<file path="src/rtl/walker_ctrl.sv">
// walker_ctrl: command-driven LED sequencer.
// Takes a mode/period/sweeps/pattern command over valid/ready, then steps
// the LED bank once every "period" clocks until the sweep count completes,
// an abort arrives, or forever when sweeps is zero. Pause freezes everything.
module walker_ctrl #(
  parameter int NLEDS = 7,
  parameter int DIV_W = 25,
  parameter int CNT_W = 8
) (
  input  logic             i_clk,
  input  logic             i_rst_n,
  input  logic             i_cmd_valid,
  output logic             o_cmd_ready,
  input  logic [1:0]       i_cmd_mode,
  input  logic [DIV_W-1:0] i_cmd_period,
  input  logic [CNT_W-1:0] i_cmd_sweeps,
  input  logic [NLEDS-1:0] i_cmd_pattern,
  input  logic             i_pause,
  input  logic             i_abort,
  output logic [NLEDS-1:0] o_led,
  output logic             o_busy,
  output logic             o_step,
  output logic             o_done
);

  // Longest sweep is the bounce walk; the position counter must also hold
  // the sweep length itself for the wrap comparison.
  localparam int BOUNCE_LEN = 2 * (NLEDS - 1);
  localparam int POS_W      = $clog2(BOUNCE_LEN + 1);
  localparam logic [NLEDS-1:0] LED_ONE  = {{(NLEDS-1){1'b0}}, 1'b1};
  localparam logic [NLEDS-1:0] LED_ZERO = {NLEDS{1'b0}};

  typedef enum logic [1:0] {
    S_IDLE  = 2'd0,
    S_RUN   = 2'd1,
    S_PAUSE = 2'd2
  } state_e;

  // Number of steps that make up one sweep in the given mode.
  function automatic logic [POS_W-1:0] sweep_len(input logic [1:0] mode);
    logic [POS_W-1:0] len;
    case (mode)
      2'd0:    len = POS_W'(BOUNCE_LEN);
      2'd1:    len = POS_W'(NLEDS);
      2'd2:    len = POS_W'(2);
      default: len = POS_W'(1);
    endcase
    return len;
  endfunction

  // LED image for a position within the sweep of the given mode.
  function automatic logic [NLEDS-1:0] led_at(input logic [1:0]       mode,
                                               input logic [NLEDS-1:0] pattern,
                                               input logic [POS_W-1:0] pos);
    logic [NLEDS-1:0] led;
    case (mode)
      2'd0: begin
        if (pos < POS_W'(NLEDS)) begin
          led = LED_ONE << pos;
        end else begin
          led = LED_ONE << (POS_W'(BOUNCE_LEN) - pos);
        end
      end
      2'd1:    led = LED_ONE << pos;
      2'd2:    led = (pos == {POS_W{1'b0}}) ? pattern : LED_ZERO;
      default: led = pattern;
    endcase
    return led;
  endfunction

  state_e             state_q,   state_d;
  logic [1:0]         mode_q,    mode_d;
  logic [DIV_W-1:0]   period_q,  period_d;
  logic [NLEDS-1:0]   pattern_q, pattern_d;
  logic [CNT_W-1:0]   sweeps_q,  sweeps_d;
  logic [DIV_W-1:0]   div_q,     div_d;
  logic [POS_W-1:0]   pos_q,     pos_d;
  logic [NLEDS-1:0]   led_q,     led_d;
  logic               step_q,    step_d;
  logic               done_q,    done_d;

  logic               step_due_s;
  logic [POS_W-1:0]   pos_inc_s;
  logic               wrap_s;
  logic [POS_W-1:0]   pos_next_s;
  logic               last_sweep_s;

  // Step decode from the current counters; period_q is never zero.
  always_comb begin
    step_due_s   = (div_q == (period_q - DIV_W'(1)));
    pos_inc_s    = pos_q + POS_W'(1);
    wrap_s       = (pos_inc_s == sweep_len(mode_q));
    pos_next_s   = wrap_s ? {POS_W{1'b0}} : pos_inc_s;
    last_sweep_s = wrap_s && (sweeps_q == CNT_W'(1));
  end

  // Next-state, counter and output computation for the sequencer.
  always_comb begin
    state_d   = state_q;
    mode_d    = mode_q;
    period_d  = period_q;
    pattern_d = pattern_q;
    sweeps_d  = sweeps_q;
    div_d     = div_q;
    pos_d     = pos_q;
    led_d     = led_q;
    step_d    = 1'b0;
    done_d    = 1'b0;

    case (state_q)
      S_IDLE: begin
        // Abort is meaningless here, so a simultaneous command still wins.
        if (i_cmd_valid) begin
          mode_d    = i_cmd_mode;
          period_d  = (i_cmd_period == {DIV_W{1'b0}}) ? DIV_W'(1) : i_cmd_period;
          pattern_d = i_cmd_pattern;
          sweeps_d  = i_cmd_sweeps;
          div_d     = {DIV_W{1'b0}};
          pos_d     = {POS_W{1'b0}};
          led_d     = led_at(i_cmd_mode, i_cmd_pattern, {POS_W{1'b0}});
          state_d   = S_RUN;
        end else begin
          state_d   = S_IDLE;
        end
      end

      S_RUN: begin
        if (i_abort) begin
          led_d   = LED_ZERO;
          state_d = S_IDLE;
        end else begin
          if (step_due_s) begin
            div_d  = {DIV_W{1'b0}};
            pos_d  = pos_next_s;
            led_d  = led_at(mode_q, pattern_q, pos_next_s);
            step_d = 1'b1;
            if (wrap_s && (sweeps_q != {CNT_W{1'b0}})) begin
              sweeps_d = sweeps_q - CNT_W'(1);
            end else begin
              sweeps_d = sweeps_q;
            end
          end else begin
            div_d = div_q + DIV_W'(1);
          end
          // Completion beats pause; a step due this cycle happens either way.
          if (step_due_s && last_sweep_s) begin
            done_d  = 1'b1;
            state_d = S_IDLE;
          end else if (i_pause) begin
            state_d = S_PAUSE;
          end else begin
            state_d = S_RUN;
          end
        end
      end

      S_PAUSE: begin
        if (i_abort) begin
          led_d   = LED_ZERO;
          state_d = S_IDLE;
        end else if (!i_pause) begin
          state_d = S_RUN;
        end else begin
          state_d = S_PAUSE;
        end
      end

      default: begin
        state_d = S_IDLE;
      end
    endcase
  end

  // Sequencer state register with asynchronous reset to bit 0 lit.
  always_ff @(posedge i_clk or negedge i_rst_n) begin
    if (!i_rst_n) begin
      state_q   <= S_IDLE;
      mode_q    <= 2'd0;
      period_q  <= DIV_W'(1);
      pattern_q <= LED_ZERO;
      sweeps_q  <= {CNT_W{1'b0}};
      div_q     <= {DIV_W{1'b0}};
      pos_q     <= {POS_W{1'b0}};
      led_q     <= LED_ONE;
      step_q    <= 1'b0;
      done_q    <= 1'b0;
    end else begin
      state_q   <= state_d;
      mode_q    <= mode_d;
      period_q  <= period_d;
      pattern_q <= pattern_d;
      sweeps_q  <= sweeps_d;
      div_q     <= div_d;
      pos_q     <= pos_d;
      led_q     <= led_d;
      step_q    <= step_d;
      done_q    <= done_d;
    end
  end

  assign o_cmd_ready = (state_q == S_IDLE);
  assign o_busy      = (state_q != S_IDLE);
  assign o_led       = led_q;
  assign o_step      = step_q;
  assign o_done      = done_q;

endmodule

</file>
<file path="config.mk">
export PLATFORM = sky130hd
export DESIGN_NAME = walker_ctrl
export DESIGN_NICKNAME = d
export VERILOG_FILES = /design/src/rtl/walker_ctrl.sv
export SDC_FILE = /design/constraint.sdc
export NUM_CORES = 1
export LEC_CHECK = 0
export CAP_MARGIN = 20
export CORE_ASPECT_RATIO = 0.9
export CORE_MARGIN = 2
export CORE_UTILIZATION = 58
export CTS_CLUSTER_SIZE = 8
export DETAILED_ROUTE_END_ITERATION = 10
export PLACE_DENSITY = 0.81
export SYNTH_ARGS = -nofsm -noshare
export SYNTH_HDL_FRONTEND = slang
export SYNTH_SLANG_ARGS = --single-unit
</file>
<file path="constraint.sdc">
create_clock -name i_clk -period 4.4 [get_ports i_clk]
set_input_delay 0.88 -clock i_clk [delete_from_list [all_inputs] [get_ports i_clk]]
set_output_delay 0.88 -clock i_clk [all_outputs]
set_load 0.02 [all_outputs]
</file>
==> results of run 1 <==
-- through the flow --
| step | hold slack (ns) | cells | cell area, um^2 | utilization | worst slack (ns) |
|---|---|---|---|---|---|
| finish | 0.430 | 806 | 6550 | 0.684 | 0.663 |
| global route | 0.452 | 806 | 6550 | 0.684 | 0.413 |
| CTS | 0.488 | 805 | 6520 | 0.681 | 0.756 |
| detailed placement | 0.475 | 789 | 6340 | 0.662 | 0.781 |
| global placement | 0.464 | 789 | 6340 | 0.662 | 0.897 |
| floorplan | 0.450 | 621 | 5670 | - | 1.25 |
-- worst max path at each step --
stage / to / slack (ns) / cells after the start
final: pos_q[0]$_DFFE_PN0P_ / 0.66 / 11
after global routing: pos_q[0]$_DFFE_PN0P_ / 0.41 / 11
after CTS: pos_q[0]$_DFFE_PN0P_ / 0.76 / 11
after detailed placement: pos_q[0]$_DFFE_PN0P_ / 0.78 / 11
after global placement: pos_q[0]$_DFFE_PN0P_ / 0.90 / 11
after floorplan: o_led[6]$_DFFE_PN0P_ / 1.25 / 11
-- cells by family after synthesis --
group,count (synthesis)
muxes,44
DFF,82
AOI/OAI and AO/OA,110
adders and majority gates,15
xor gates and xnor gates,58
and+or+nand+nor,267
buffers and inverters,45
-- per-layer routing --
metal	track usage	up-vias	routed length (um)
met5	0	-	0
met4	0.0730	0	206
met3	0.0507	17	1090
met2	0.464	218	6910
met1	0.432	2503	6950
li1	-	2392	-
-- layout make-up --
| class | instances | area [um^2] | share of cell area |
|---|---|---|---|
| clock buffers | 9 | 124 | 0.0189 |
| clock inverters | 7 | 53.8 | 0.00822 |
| inverters | 24 | 90.1 | 0.0138 |
| multi-input cells | 494 | 3420 | 0.523 |
| flip-flops and latches | 82 | 2050 | 0.314 |
| well taps | 126 | 158 | 0.0241 |
| repair buffers | 64 | 641 | 0.0979 |
-- power by group --
group | internal, uW | total (uW) | leakage, uW | switching, uW
combinational | 606 | 1420 | 0.00158 | 816
clock | 208 | 511 | 0.0000822 | 303
sequential | 941 | 1220 | 0.00104 | 278
-- registers in the layout (all words and copies together) (netlist names) --
signal,flops
o_step,1
o_led,7
pattern_q,7
pos_q,4
o_done,1
sweeps_q,8
period_q,25
mode_q,2
state_q,2
div_q,25
-- cell usage in the layout (no fill, tap or decap), types with 5 or more instances in the layout --
cell type         n
mux2i_1           7
inv_1            24
nand4_1          11
a31oi_1           8
nand3_1          25
dfrtp_1          80
nor3_1           28
nor4_1           19
o211ai_1          6
nand2b_1          6
nor2_1           55
xnor2_1          29
a22oi_1           5
o2111ai_1         5
or3_1             9
and2_1            5
nand2_1          58
and3_1           13
o21ai_0          13
a211o_1           5
buf_4             7
ha_1             15
nand3b_1          6
xor2_1           29
clkbuf_8          9
a21o_1            5
clkdlybuf4s50_1  56
mux2_2           35
nor2b_1           7
a21oi_1          21
==> metrics, run 1 <==
RR Endpoint pos_q[0]$_DFFE_PN0P_; postcts setup bufs 0; slew margin rel. 0.435; Peak Freq 268 MHz; Final Max Tran Viols 0; post-CTS sizing 0; ANT nets after route 0; Worst Setup SP period_q[1]$_DFFE_PN0P_; async set or reset register ratio after synthesis 1.00; status finished clean; CTS HTree Levels 3; top cells by area, synth dfrtp_1 (35%), mux2_2 (6.9%), xnor2_1 (4.5%); flop2flop setup slack 0.66 ns; clock skew 0.0107 ns; mapped cell area 5670 um^2; Critical Path Fanout Max 22; min Tclk post-route 3.74 ns; Pleak 0.00270 uW; I/O pins 58; Initial Utilization 0.593; routability-driven placement congestion ratio 0.969; drc violations 0; vias in the first global route 4923; most frequent cell after synthesis dfrtp_1; Post-Synth Adder-Cell Area 0.0331; WP data arrival 3.99 ns; Syn. warnings 0; Hold Buf Count CTS 0; Synth area leader dfrtp_1; 1st-pass router iterations 5; Post-DP HPWL 11.5 mm; crit-path cells inv_1 -> ha_1 -> or4b_4 -> nor4_4 -> nand3_1 -> xnor2_1 -> o2111a_1 -> nand4_1 -> a21oi_1 -> buf_4 -> o22ai_1; measured slew at the worst slew-check pin 0.840 ns; final setup fails 0; element type at the critical path end flip-flop; vias 5130; Max Cap Viol 0; dominant synthesized flop cell dfrtp_1; Synth Area in Compound Gates 0.143; Top delay family on crit path simple AND/OR/NAND/NOR gates; WL/cell 18.8 um; first-pass GRT wire length 24.8 mm; Rows 34; most instantiated cells after synthesis dfrtp_1 (80), nand2_1 (58), nor2_1 (55); Clock Latency Late Sink 0.37 ns; post-route setup TNS 0 ns; die area 10600 um^2; TritonCTS buffer count 9; initial DRC count 411; Power, Total 3150 uW; Clock transition at path regs 0.09 ns; Crit Path Class flip-flop to flip-flop; largest net degree at the start of global routing 83; PwrDens 482 nW/um^2; library cells used by synthesis 77; Synth Area per Inst 9.14 um^2; RSZ-0062 raised after global routing false; die height 97.8 um; fraction of final layout cells sized beyond drive strength 1 0.116; largest family of logic cells by synthesized area simple AND/OR/NAND/NOR gates; Synth Area in Simple Gates 0.251; ANT cells 0; Tightest Hold Check Type primary input to asynchronous set/reset pin; CP required 4.65 ns; Worst R2R Path Depth 11; core area 9570 um^2; routed wire length 15.1 mm; syn nets 683; Filler Cell Count 779; CTS sink count 82; Max Root-Sink Buffers 2; CP peak stage delay 0.52 ns; Slowest cell on crit path or4b_4; GRT Total Usage 0.297; root buffer cell clkbuf_8; r2r startpoint period_q[1]$_DFFE_PN0P_; Post-Syn Instances 621; sequential share of the synthesized area 0.362; Port Buffer Count 57; Die Width 108 um; area share of xor/xnor cells in the synthesized design 0.0895; EDFF count, synth 0; Startpoint Class flip-flop; post-synth top area share 0.353; final hold violations 0; period utilization 0.849; register bit count reported by yosys 82; VDD IR max 322 uV; Vias/cell 6.36; initial antenna violation count 0; WP buf/inv 2; grt ovf 0; mux contribution to synthesized area 0.0878; area grow syn2layout 15.4%; Final nets 737; CTS tree yes
No activity file was read; power rests on OpenSTA's default activity.
==> run 2: changes to the inputs <==
==> constraint.sdc (replaced) <==
create_clock -name i_clk -period 3.5 [get_ports i_clk]
set_input_delay 0.7 -clock i_clk [delete_from_list [all_inputs] [get_ports i_clk]]
set_output_delay 0.7 -clock i_clk [all_outputs]
set_load 0.02 [all_outputs]
==> metrics, run 2 (synthesis results as in run 1) <==
status finished clean; die height 97.8 um (unchanged); area grow syn2layout 18.5%; Clock transition at path regs 0.08 ns (about the same); Max Cap Viol 0 (unchanged); first-pass GRT wire length 24.4 mm (-1.7%); Max Root-Sink Buffers 2 (unchanged); Startpoint Class flip-flop; Initial Utilization 0.593 (unchanged); post-route setup TNS 0 ns (unchanged); most common cell after layout, fill and taps aside dfrtp_1; core area 9570 um^2 (unchanged); WL/cell 18.2 um (-3.1%); Final Max Tran Viols 0 (unchanged); root buffer cell clkbuf_8; I/O pins 58 (unchanged); Finished Cell Area 6720 um^2 (+2.7%); clock skew 0.0128 ns (+0.00207 ns); WP data arrival 3.60 ns (-0.39 ns); PwrDens 624 nW/um^2 (+30%); RSZ-0062 raised after global routing false; 1st-pass router iterations 6 (+1); vias 5202 (+1.4%); Port Buffer Count 57 (unchanged); min Tclk post-route 3.31 ns (-0.427 ns); drc violations 0 (unchanged); TritonCTS buffer count 9 (unchanged); Vias/cell 6.34 (-0.45%); GRT Total Usage 0.291 (-0.00578); ANT nets after route 0 (unchanged); Worst Setup SP period_q[9]$_DFFE_PN0P_; CTS tree yes; Crit Path Class flip-flop to flip-flop; initial DRC count 460 (+12%); r2r startpoint period_q[9]$_DFFE_PN0P_; final hold violations 0 (unchanged); final setup fails 0 (unchanged); Critical Path Fanout Max 9 (-59%); period utilization 0.946 (+0.0964); measured slew at the worst slew-check pin 0.675 ns (-0.165 ns); Clock Latency Late Sink 0.38 ns (about the same); Tightest Hold Check Type primary input to asynchronous set/reset pin; Peak Freq 302 MHz (+13%); grt ovf 0 (unchanged); element type at the critical path end flip-flop; fraction of final layout cells sized beyond drive strength 1 0.137 (+0.0207); Setup WS post-layout 0.190 ns (-0.473 ns); CP required 3.79 ns (-0.86 ns); Pleak 0.00280 uW (+4.0%); Post-Place Cell Area 6430 um^2 (+1.4%); most frequent cells in the layout dfrtp_1 (80), nand2_1 (58), clkdlybuf4s50_1 (56); vias in the first global route 5040 (+2.4%); CTS sink count 82 (unchanged); initial antenna violation count 1 (+1); Final nets 751 (+1.9%); routed wire length 15.0 mm (-1.3%); Rows 34 (unchanged); top flop regs div_q (25), period_q (25), sweeps_q (8); largest net degree at the start of global routing 83 (unchanged); die area 10600 um^2 (unchanged); CTS HTree Levels 3 (unchanged); routability-driven placement congestion ratio 0.928 (-4.2%); slew margin rel. 0.546 (+0.111); Filler Cell Count 723 (-7.2%); Post-DP HPWL 11.2 mm (-2.3%); pre-CTS WS 0.164 ns (-0.617 ns); Die Width 108 um (unchanged); VDD IR max 466 uV (+45%)
## run 2: changes by cell type in the layout (fill, tap and decap cells not counted), moves of 2 or more
cell        previous run  this run
nor3_2                 0         2
buf_4                  7        21
bufinv_16              0         3
clkinvlp_4             3         0
nor3_1                28        26
## run 2: report_power, final
| group | switching (uW) | internal, uW |
|---|---|---|
| combinational | 1060 | 795 |
| clock | 364 | 476 |
| sequential | 313 | 1180 |
## run 2: path summary, 6_finish.rpt
path	end	slack [ns]	depth (start not counted)
setup reg to reg	sweeps_q[4]$_DFFE_PN0P_	0.19	8
min in group i_clk	o_led[0]$_DFFE_PN1P_	0.50	2
max in group asynchronous	o_led[0]$_DFFE_PN1P_	2.58	2
hold reg to reg	o_led[0]$_DFFE_PN1P_	0.50	2
setup / recovery	sweeps_q[4]$_DFFE_PN0P_	0.19	8
hold / removal	div_q[20]$_DFFE_PN0P_	0.28	1
## run 2: area by class of cell
| cell class | count | area [um^2] | share of cell area |
|---|---|---|---|
| multi-input cells | 494 | 3440 | 0.511 |
| flip-flops and latches | 82 | 2050 | 0.306 |
| repair buffers | 78 | 738 | 0.110 |
| well taps | 126 | 158 | 0.0235 |
| clock buffers | 10 | 128 | 0.0190 |
| clock inverters | 6 | 113 | 0.0168 |
| inverters | 24 | 90.1 | 0.0134 |
| diodes | 1 | 2.50 | 0.000372 |
## run 2: stage by stage
| step | hold WS (ns) | std cells | util | total power [uW] |
|---|---|---|---|---|
| after floorplan | 0.404 | 621 | - | 2740 |
| after global placement | 0.467 | 801 | 0.672 | 3220 |
| after detailed placement | 0.489 | 801 | 0.672 | 3300 |
| after CTS | 0.510 | 817 | 0.697 | 4150 |
| after global routing | 0.319 | 820 | 0.702 | 4440 |
| final | 0.276 | 821 | 0.702 | 4190 |
## run 2: what timing repair did
| action | in CTS | in global routing |
|---|---|---|
| hold endpoints to repair | 0 | 0 |
| setup buffers | 0 | 2 |
| gates resized for setup | 0 | 3 |
| hold buffers | 0 | 0 |
| endpoints found under the setup margin | 0 | 8 |
## run 2: critical path: stages, from the launching register on
cell and delay [ns]:
dfrtp_1 0.48, or4_4 0.61, nor3_4 0.24, a21oi_1 0.13
or2_1 0.25, nor4_2 0.43, nand3_2 0.30, or4_4 0.61
o211ai_1 0.18
## run 2: layer usage
metal	vias to the layer above	global-route usage	share of wire	wire length, um
met5	-	0	0	0
met4	0	0.0680	0.019	288
met3	31	0.0728	0.089	1330
met2	242	0.454	0.45	6750
met1	2511	0.411	0.44	6590
li1	2418	-	-	-
==> run 3: changes to the inputs <==
--- a/config.mk
+++ b/config.mk
@@ -5,12 +5,14 @@
 export SDC_FILE = /design/constraint.sdc
 export NUM_CORES = 1
 export LEC_CHECK = 0
+export ABC_AREA = 0
 export CAP_MARGIN = 20
 export CORE_ASPECT_RATIO = 0.9
 export CORE_MARGIN = 2
 export CORE_UTILIZATION = 58
 export CTS_CLUSTER_SIZE = 8
 export DETAILED_ROUTE_END_ITERATION = 10
+export GPL_ROUTABILITY_DRIVEN = 0
 export PLACE_DENSITY = 0.81
 export SYNTH_ARGS = -nofsm -noshare
 export SYNTH_HDL_FRONTEND = slang
==> metrics, run 3 (synthesis results as in run 1) <==
status finished clean; routed wire length 15.1 mm (+1.0%); Clock transition at path regs 0.09 ns (about the same); Worst R2R Path Depth 10 (+2); die height 97.8 um (unchanged); Crit Path Class flip-flop to flip-flop; TritonCTS buffer count 9 (unchanged); most common cell after layout, fill and taps aside dfrtp_1; Post-Place Cell Area 6430 um^2 (unchanged); Rows 34 (unchanged); Finished Cell Area 6730 um^2 (+0.13%); WL/cell 18.4 um (+0.78%); vias 5229 (+0.52%); Vias/cell 6.35 (+0.27%); Startpoint Class flip-flop; slew margin rel. 0.497 (-0.0489); final hold violations 0 (unchanged); top flop regs div_q (25), period_q (25), sweeps_q (8); CP peak stage delay 0.64 ns (+0.03 ns); final setup fails 0 (unchanged); Max Cap Viol 0 (unchanged); GRT Max-Usage Layer met2; Pleak 0.00280 uW (about the same); die area 10600 um^2 (unchanged); Clock Latency Late Sink 0.39 ns (about the same); GR Layer Usage met2 0.455 (+0.00145); Slowest cell on crit path or4_4; Tightest Hold Check Type primary input to asynchronous set/reset pin; worst setup path end sweeps_q[4]$_DFFE_PN0P_; ANT nets after route 0 (unchanged); area grow syn2layout 18.6%; Power, Total 4150 uW (-0.94%); initial DRC count 387 (-16%); min Tclk post-route 3.32 ns (+0.00683 ns); fraction of final layout cells sized beyond drive strength 1 0.141 (+0.00371); Initial Utilization 0.593 (unchanged); Max Root-Sink Buffers 2 (unchanged); drc violations 0 (unchanged); met1 usage 0.416 (+0.00452); Final nets 755 (+0.53%); Peak Freq 301 MHz (-0.21%); element type at the critical path end flip-flop; CP required 3.75 ns (-0.04 ns); Setup WS post-layout 0.183 ns (-0.00683 ns); pre-CTS WS 0.165 ns (+0.00188 ns); CTS tree yes; post-route setup TNS 0 ns (unchanged); ANT cells 0 (-1); Worst Setup SP period_q[12]$_DFFE_PN0P_; initial antenna violation count 0 (-1); measured slew at the worst slew-check pin 0.748 ns (+0.0727 ns); WP data arrival 3.56 ns (-0.04 ns); root buffer cell clkbuf_8; most frequent cells in the layout dfrtp_1 (80), nand2_1 (58), clkdlybuf4s50_1 (56); 1st-pass router iterations 5 (-1); Final Max Tran Viols 0 (unchanged); largest net degree at the start of global routing 83 (unchanged); first-pass GRT wire length 24.5 mm (+0.31%); Critical Path Fanout Max 9 (unchanged); Die Width 108 um (unchanged); I/O pins 58 (unchanged); crit-path cells or4_4 -> nor4_4 -> nand3_1 -> xnor2_1 -> o2111a_1 -> nand3_2 -> buf_4 -> buf_4 -> o311ai_0 -> o211ai_1; CTS HTree Levels 3 (unchanged); core area 9570 um^2 (unchanged); GRT Total Usage 0.293 (+0.00165); grt ovf 0 (unchanged); flop2flop setup slack 0.18 ns (about the same); VDD IR max 381 uV (-18%); r2r startpoint period_q[12]$_DFFE_PN0P_; PwrDens 617 nW/um^2 (-1.1%); final hold slack 0.233 ns (-0.0433 ns); RR Endpoint sweeps_q[4]$_DFFE_PN0P_; Port Buffer Count 57 (unchanged); GR Util met3 0.0681 (-0.00467); period utilization 0.948 (+0.00195); Post-DP HPWL 11.2 mm (-0.31%); CTS sink count 82 (unchanged); clock skew 0.0141 ns (+0.00131 ns); Filler Cell Count 734 (+1.5%); Critical Path Most Common Cell buf_4; vias in the first global route 5077 (+0.73%)
==> run 3: cell types whose count changed in the layout (fill, tap and decap cells not counted), sizes merged <==
| cell | before | now |
|---|---|---|
| bufinv | 3 | 2 |
| inv | 25 | 24 |
| buf | 22 | 26 |
| clkbuf | 10 | 9 |
| diode | 1 | 0 |
| clkinvlp | 0 | 2 |
==> run 3: worst min path at each step <==
stage	slack, ns	cells past startpoint	to	from
finish	0.23	1	div_q[17]$_DFFE_PN0P_	i_rst_n
global route	0.25	1	div_q[17]$_DFFE_PN0P_	i_rst_n
CTS	0.48	2	o_led[0]$_DFFE_PN1P_	o_led[0]$_DFFE_PN1P_
detailed placement	0.46	2	o_led[0]$_DFFE_PN1P_	o_led[0]$_DFFE_PN1P_
global placement	0.47	2	pattern_q[0]$_DFFE_PN0P_	pattern_q[0]$_DFFE_PN0P_
floorplan	0.40	0	div_q[0]$_DFFE_PN0P_	i_rst_n
==> run 3: routing by layer <==
layer,share of wire,wire length (um)
met5,0,0
met4,0.015,230
met3,0.090,1360
met2,0.47,7070
met1,0.43,6440
==> run 3: worst max-delay path, delay by kind of cell, from the launching register on <==
family	cells	cell delay (ns)
buf+inv	2	0.33
xor+xnor	1	0.27
flops	1	0.51
compound gates	3	0.86
simple gates	4	1.21
==> run 3: report_power, final <==
part / leakage, uW / total (uW) / switching [uW] / internal, uW
Combinational: 0.00167 / 1890 / 1080 / 807
Clock: 0.000102 / 773 / 373 / 400
Sequential: 0.00104 / 1490 / 309 / 1180
Total: 0.00280 / 4150 / 1760 / 2390
==> run 3: repair_timing <==
| action | CTS | global route |
|---|---|---|
| gates resized for setup | 0 | 2 |
| hold buffers | 0 | 0 |
| endpoints found under the setup margin | 0 | 6 |
| hold endpoints to repair | 0 | 0 |
| buffers inserted | 0 | 6 |
==> run 3: cell type report <==
cell class	count	area, um^2	area share
clock buffer	9	124	0.0184
clock inverter	6	92.6	0.0138
tap	126	158	0.0234
inverter	24	90.1	0.0134
multi-input combinational	494	3430	0.510
sequential	82	2050	0.305
timing repair buffer	82	776	0.115
==> run 3: metrics by stage <==
step,util,cells
after floorplan,-,621
after detailed placement,0.672,801
after CTS,0.694,816
final,0.703,823
after global placement,0.672,801
after global routing,0.703,823
==> RTL edit 1 (settings of run 3) <==
`DIV_W`: 25 -> 29.
--- a/src/rtl/walker_ctrl.sv
+++ b/src/rtl/walker_ctrl.sv
@@ -5,5 +5,5 @@
 module walker_ctrl #(
   parameter int NLEDS = 7,
-  parameter int DIV_W = 25,
+  parameter int DIV_W = 29,
   parameter int CNT_W = 8
 ) (
Ports: changed (resized i_cmd_period); port bits go from 58 to 62. No check against the original RTL was run, so the function may have changed too.
==> RTL edit 1 against run 3 <==
- the run now ends with setup timing left
- critical path type unchanged
- power rose by 2.8%
- sequential share of layout area rose by 0.74 points
- die area is 1.7% higher
- cell count rose by 2.4%
- sequential cell count is 8 higher
- wire length increased by 0.85%
- cell area up 7.1%
- worst setup slack worse by 190 ps
- via count up 1.2%
- area after synthesis increased by 1.7%
==> RTL edit 1: results (changes against run 3) <==
- Synth Area in Adders: 3.25% (was 3.31%)
- Max transition margin: 42.8% (was 49.7%)
- Final WS setup: -2.14 ps (was 183 ps)
- Cells after DPL: 822 (was 801)
- NetSw: 1.70 mW (was 1.76 mW)
- Clock transition at path regs: approximately 80 ps
- Average size of a mapped cell: 9.35 um2 (was 9.14 um2)
- WL met3: 944 um (was 1360 um)
- CP max stage delay: 560 ps (was 640 ps)
- Placement Cell Area: 6850 um2 (was 6430 um2)
- DRT iter0 DRCs: 443 (was 387)
- Post-DP HPWL: 11000 um (was 11200 um)
- Compound-Gate Fraction of Synth Area: 12.2% (was 14.3%)
- Setup Fix Bufs, Post-CTS: 2 (was 0)
- Post-Route WL: 15200 um (was 15100 um)
- Layout Cells excl Fill: 843 (was 823)
- Post_cts resized: 8 (was 0)
- Worst Path Max Fanout: 6 (was 9)
- Top cells by area, synth: dfrtp_1 (38%), mux2_2 (8.6%), xnor2_1 (5.8%) (was dfrtp_1 (35%), mux2_2 (6.9%), xnor2_1 (4.5%))
- Final TNS setup: -2.82 ps (was 0 ps)
- Pint: 2.56 mW (was 2.39 mW)
- Met2 global-route usage: 47.6% (was 45.5%)
- Clk pwr share: 16.5% (was 18.6%)
- Met3 global-route usage: 4.89% (was 6.81%)
- Vias: 5291 (was 5229)
- Seq/Total Area, Yosys: 39.1% (was 36.2%)
- Post-Route M1 WL: 6530 um (was 6440 um)
- Outcome: finished with violations (was completed)
- Clock Skew: 7.94 ps (was 14.1 ps)
- Multi-input gates: 473 (was 494)
- Non-clk invs: 23 (was 24)
- Mux cell area share after synthesis: 9.28% (was 8.78%)
- Clk_buf instances: 11 (was 9)
- Largest net degree at the start of global routing: 69 (was 83)
- Leading cell types by count after synthesis: dfrtp_1 (88), nor2_1 (58), nand2_1 (45) (was dfrtp_1 (80), nand2_1 (58), nor2_1 (55))
- PD cells: 592 nW/um2 (was 617 nW/um2)
- Worst skew pair latency: 370 ps (was 390 ps)
- Seq cells post-synth: 90 (was 82)
- Pre-CTS setup slack: -144 ps (was 165 ps)
- Nets@finish: 778 (was 755)
- Seq/total area: 31.3% (was 30.5%)
- Non-clk bufs: 115 (was 82)
- Critical Path AT: 3770 ps (was 3560 ps)
- GR Util All Layers: 29.9% (was 29.3%)
- Ratio of cells with drive above 1 in the final layout: 21.3% (was 14.1%)
- Area of the multi-input gates: 3440 um2 (was 3430 um2)
- IO Port Bufs: 61 (was 57)
- Signal buf overhead: 15.1% (was 11.5%)
- Met2 wire length: 7410 um (was 7070 um)
- Final setup viols: 2 (was 0)
- Layout clock area frac: 2.59% (was 3.22%)
- Synthesis-to-finish area growth: 24.9% (was 18.6%)
- Failing checks: setup timing
==> RTL edit 1: cell count changes after synthesis, moves of 5 or more <==
cell / delta
nor4_1: -5
dfrtp_1: +8
nand2_1: -13
mux2_2: +9
o2111ai_1: -5
a311oi_1: +5
xnor2_1: +9
o21ai_0: +11
or4_1: +8
clkbuf_1: +6
buf_1: +5
a21oi_1: -7
a21o_1: -5
==> RTL edit 1: worst paths after layout <==
kind                                     startpoint                       end  slack (ps)  cells after the start
min reg2reg                pattern_q[0]$_DFFE_PN0P_  pattern_q[0]$_DFFE_PN0P_         520                      2
max reg2reg                 period_q[4]$_DFFE_PN0P_     div_q[11]$_DFFE_PN0P_          -2                     10
max in group asynchronous                   i_rst_n      o_led[0]$_DFFE_PN1P_        2290                      2
min in group i_clk         pattern_q[0]$_DFFE_PN0P_  pattern_q[0]$_DFFE_PN0P_         520                      2
min                                         i_rst_n  period_q[21]$_DFFE_PN0P_         430                      1
max                         period_q[4]$_DFFE_PN0P_     div_q[11]$_DFFE_PN0P_          -2                     10
==> RTL edit 2 (flow settings as in run 3) <==
Without the edit above. The 3 states of `state_e` get a one-hot encoding in 3 bits.
--- a/src/rtl/walker_ctrl.sv
+++ b/src/rtl/walker_ctrl.sv
@@ -31,8 +31,8 @@
   localparam logic [NLEDS-1:0] LED_ZERO = {NLEDS{1'b0}};
 
-  typedef enum logic [1:0] {
-    S_IDLE  = 2'd0,
-    S_RUN   = 2'd1,
-    S_PAUSE = 2'd2
+  typedef enum logic [2:0] {
+    S_IDLE  = 3'b001,
+    S_RUN   = 3'b010,
+    S_PAUSE = 3'b100
   } state_e;
 
Function: same outputs for any inputs over 4 cycles, from zero or initial values and one cycle with i_rst_n low; so few cycles prove little.
==> RTL edit 2 against run 3 <==
- cell count down 6.0%
- sequential cell count up 1
- worst hold slack worse by 1.1 ps
- power about the same
- via count down 7.9%
- cell area down 3.7%
- wire length down 7.3%
- sequential share of layout area up 1.6 points
- worst setup slack better by 11 ps
- combinational power down 8%
- clock power up 8.7%
- area after synthesis down 3.8%
- utilization up 0.73 points
==> RTL edit 2: results (changes against run 3) <==
- H-tree depth: 3 (unchanged)
- Non-clk bufs: 73 (was 82)
- # diodes: 0 (unchanged)
- Seq/total area: 32.1% (was 30.5%)
- Filler cells: 701 (was 734)
- Slowest cell on crit path: dfrtp_1 (was or4_4)
- CP max stage delay: 420 ps (was 640 ps)
- Worst Path Max Fanout: 15 (was 9)
- Worst skew pair latency: 370 ps (was 390 ps)
- FF-to-FF path depth: 12 (was 10)
- FMAX: 302 MHz (was 301 MHz)
- DRT iter0 DRCs: 425 (was 387)
- Non-clk invs: 19 (was 24)
- Cells after DPL: 757 (was 801)
- LEAKAGE: 2.62 nW (was 2.80 nW)
- GR Util All Layers: 28.8% (was 29.3%)
- Pre-CTS setup slack: 153 ps (was 165 ps)
- Sequential power: 1.59 mW (was 1.49 mW)
- Synth top area share: 36.7% (was 35.3%)
- Seq cells post-synth: 83 (was 82)
- Post-DP HPWL: 10000 um (was 11200 um)
- Vias in the first global route: 4637 (was 5077)
- First-pass GRT wire length: 23100 um (was 24500 um)
- Synthesis-to-finish area growth: 18.8% (was 18.6%)
- Max transition margin: 36.0% (was 49.7%)
- Sw Ratio: 39.8% (was 42.4%)
- Clk pwr share: 20.2% (was 18.6%)
- R2R Path End: pos_q[2]$_DFFE_PN0P_ (was sweeps_q[4]$_DFFE_PN0P_)
- Outcome: completed (unchanged)
- Nets@finish: 705 (was 755)
- Placement Cell Area: 6190 um2 (was 6430 um2)
- Clock Skew: 14.8 ps (was 14.1 ps)
- Leading cell types by count after synthesis: dfrtp_1 (80), nand2_1 (43), nor2_1 (43) (was dfrtp_1 (80), nand2_1 (58), nor2_1 (55))
- Layout Cells excl Fill: 774 (was 823)
- Ratio of cells with drive above 1 in the final layout: 14.6% (was 14.1%)
- Post-Syn Area: 5460 um2 (was 5670 um2)
- Top cells by area, synth: dfrtp_1 (37%), mux2_2 (7.4%), xnor2_1 (5.8%) (was dfrtp_1 (35%), mux2_2 (6.9%), xnor2_1 (4.5%))
- Layout clock area frac: 3.71% (was 3.22%)
- Multi-input gates: 461 (was 494)
- Peak supply drop: 0.558 mV (was 0.381 mV)
- Post-Route WL: 14000 um (was 15100 um)
- Area of the multi-input gates: 3220 um2 (was 3430 um2)
- Seq/Total Area, Yosys: 38.1% (was 36.2%)
- Synth cell types: 69 (was 77)
- Signal buf overhead: 11.0% (was 11.5%)
- Initial antenna violation count: 0 (unchanged)
- Vias: 4818 (was 5229)
- Syn_nets: 645 (was 683)
- Pint: 2.50 mW (was 2.39 mW)
- Smallest hold slack: 232 ps (was 233 ps)
- Crit path max-delay family: simple AND/OR/NAND/NOR gates (unchanged)
- Remaining antenna violation count: 0 (unchanged)
- Synth async-reset ratio: 100% (unchanged)
- Largest net degree at the start of global routing: 84 (was 83)
- Post-Syn Instances: 587 (was 621)
- Critical R2R Launch: period_q[1]$_DFFE_PN0P_ (was period_q[12]$_DFFE_PN0P_)
- Ys flop type: dfrtp_1 (unchanged)
## RTL edit 2: changes by cell type after synthesis, sizes merged, moves of 6 or more
| cell | change |
|---|---|
| nand2 | -16 |
| a21oi | +14 |
| o21ai | +12 |
| nor2 | -11 |
| xnor2 | +8 |
| clkbuf | +7 |
| mux2i | -7 |
| o31ai | +7 |
| nor4 | -6 |
| o311ai | -6 |
## RTL edit 2: kinds of logic after synthesis
logic type	share of synthesized area, %
AND/OR/NAND/NOR	22.0
AO/OA/AOI/OAI	15.8
flip-flops	38.1
XOR/XNOR	10.4
buffers and inverters	3.26
multiplexers	7.82
adder cells (fa/ha/maj)	2.52
## RTL edit 2: metal layers
metal,GRT usage (%),wire length [um],vias to the layer above
li1,-,-,2287
met1,39.6,6170,2316
met2,47.8,6730,195
met3,5.35,916,20
met4,6.25,170,0
met5,0,0,-
## RTL edit 2: timing repair
action / CTS / global route
endpoints found under the setup margin: 0 / 40
resized for setup: 0 / 7
buffers inserted: 0 / 0
hold buffers: 0 / 0
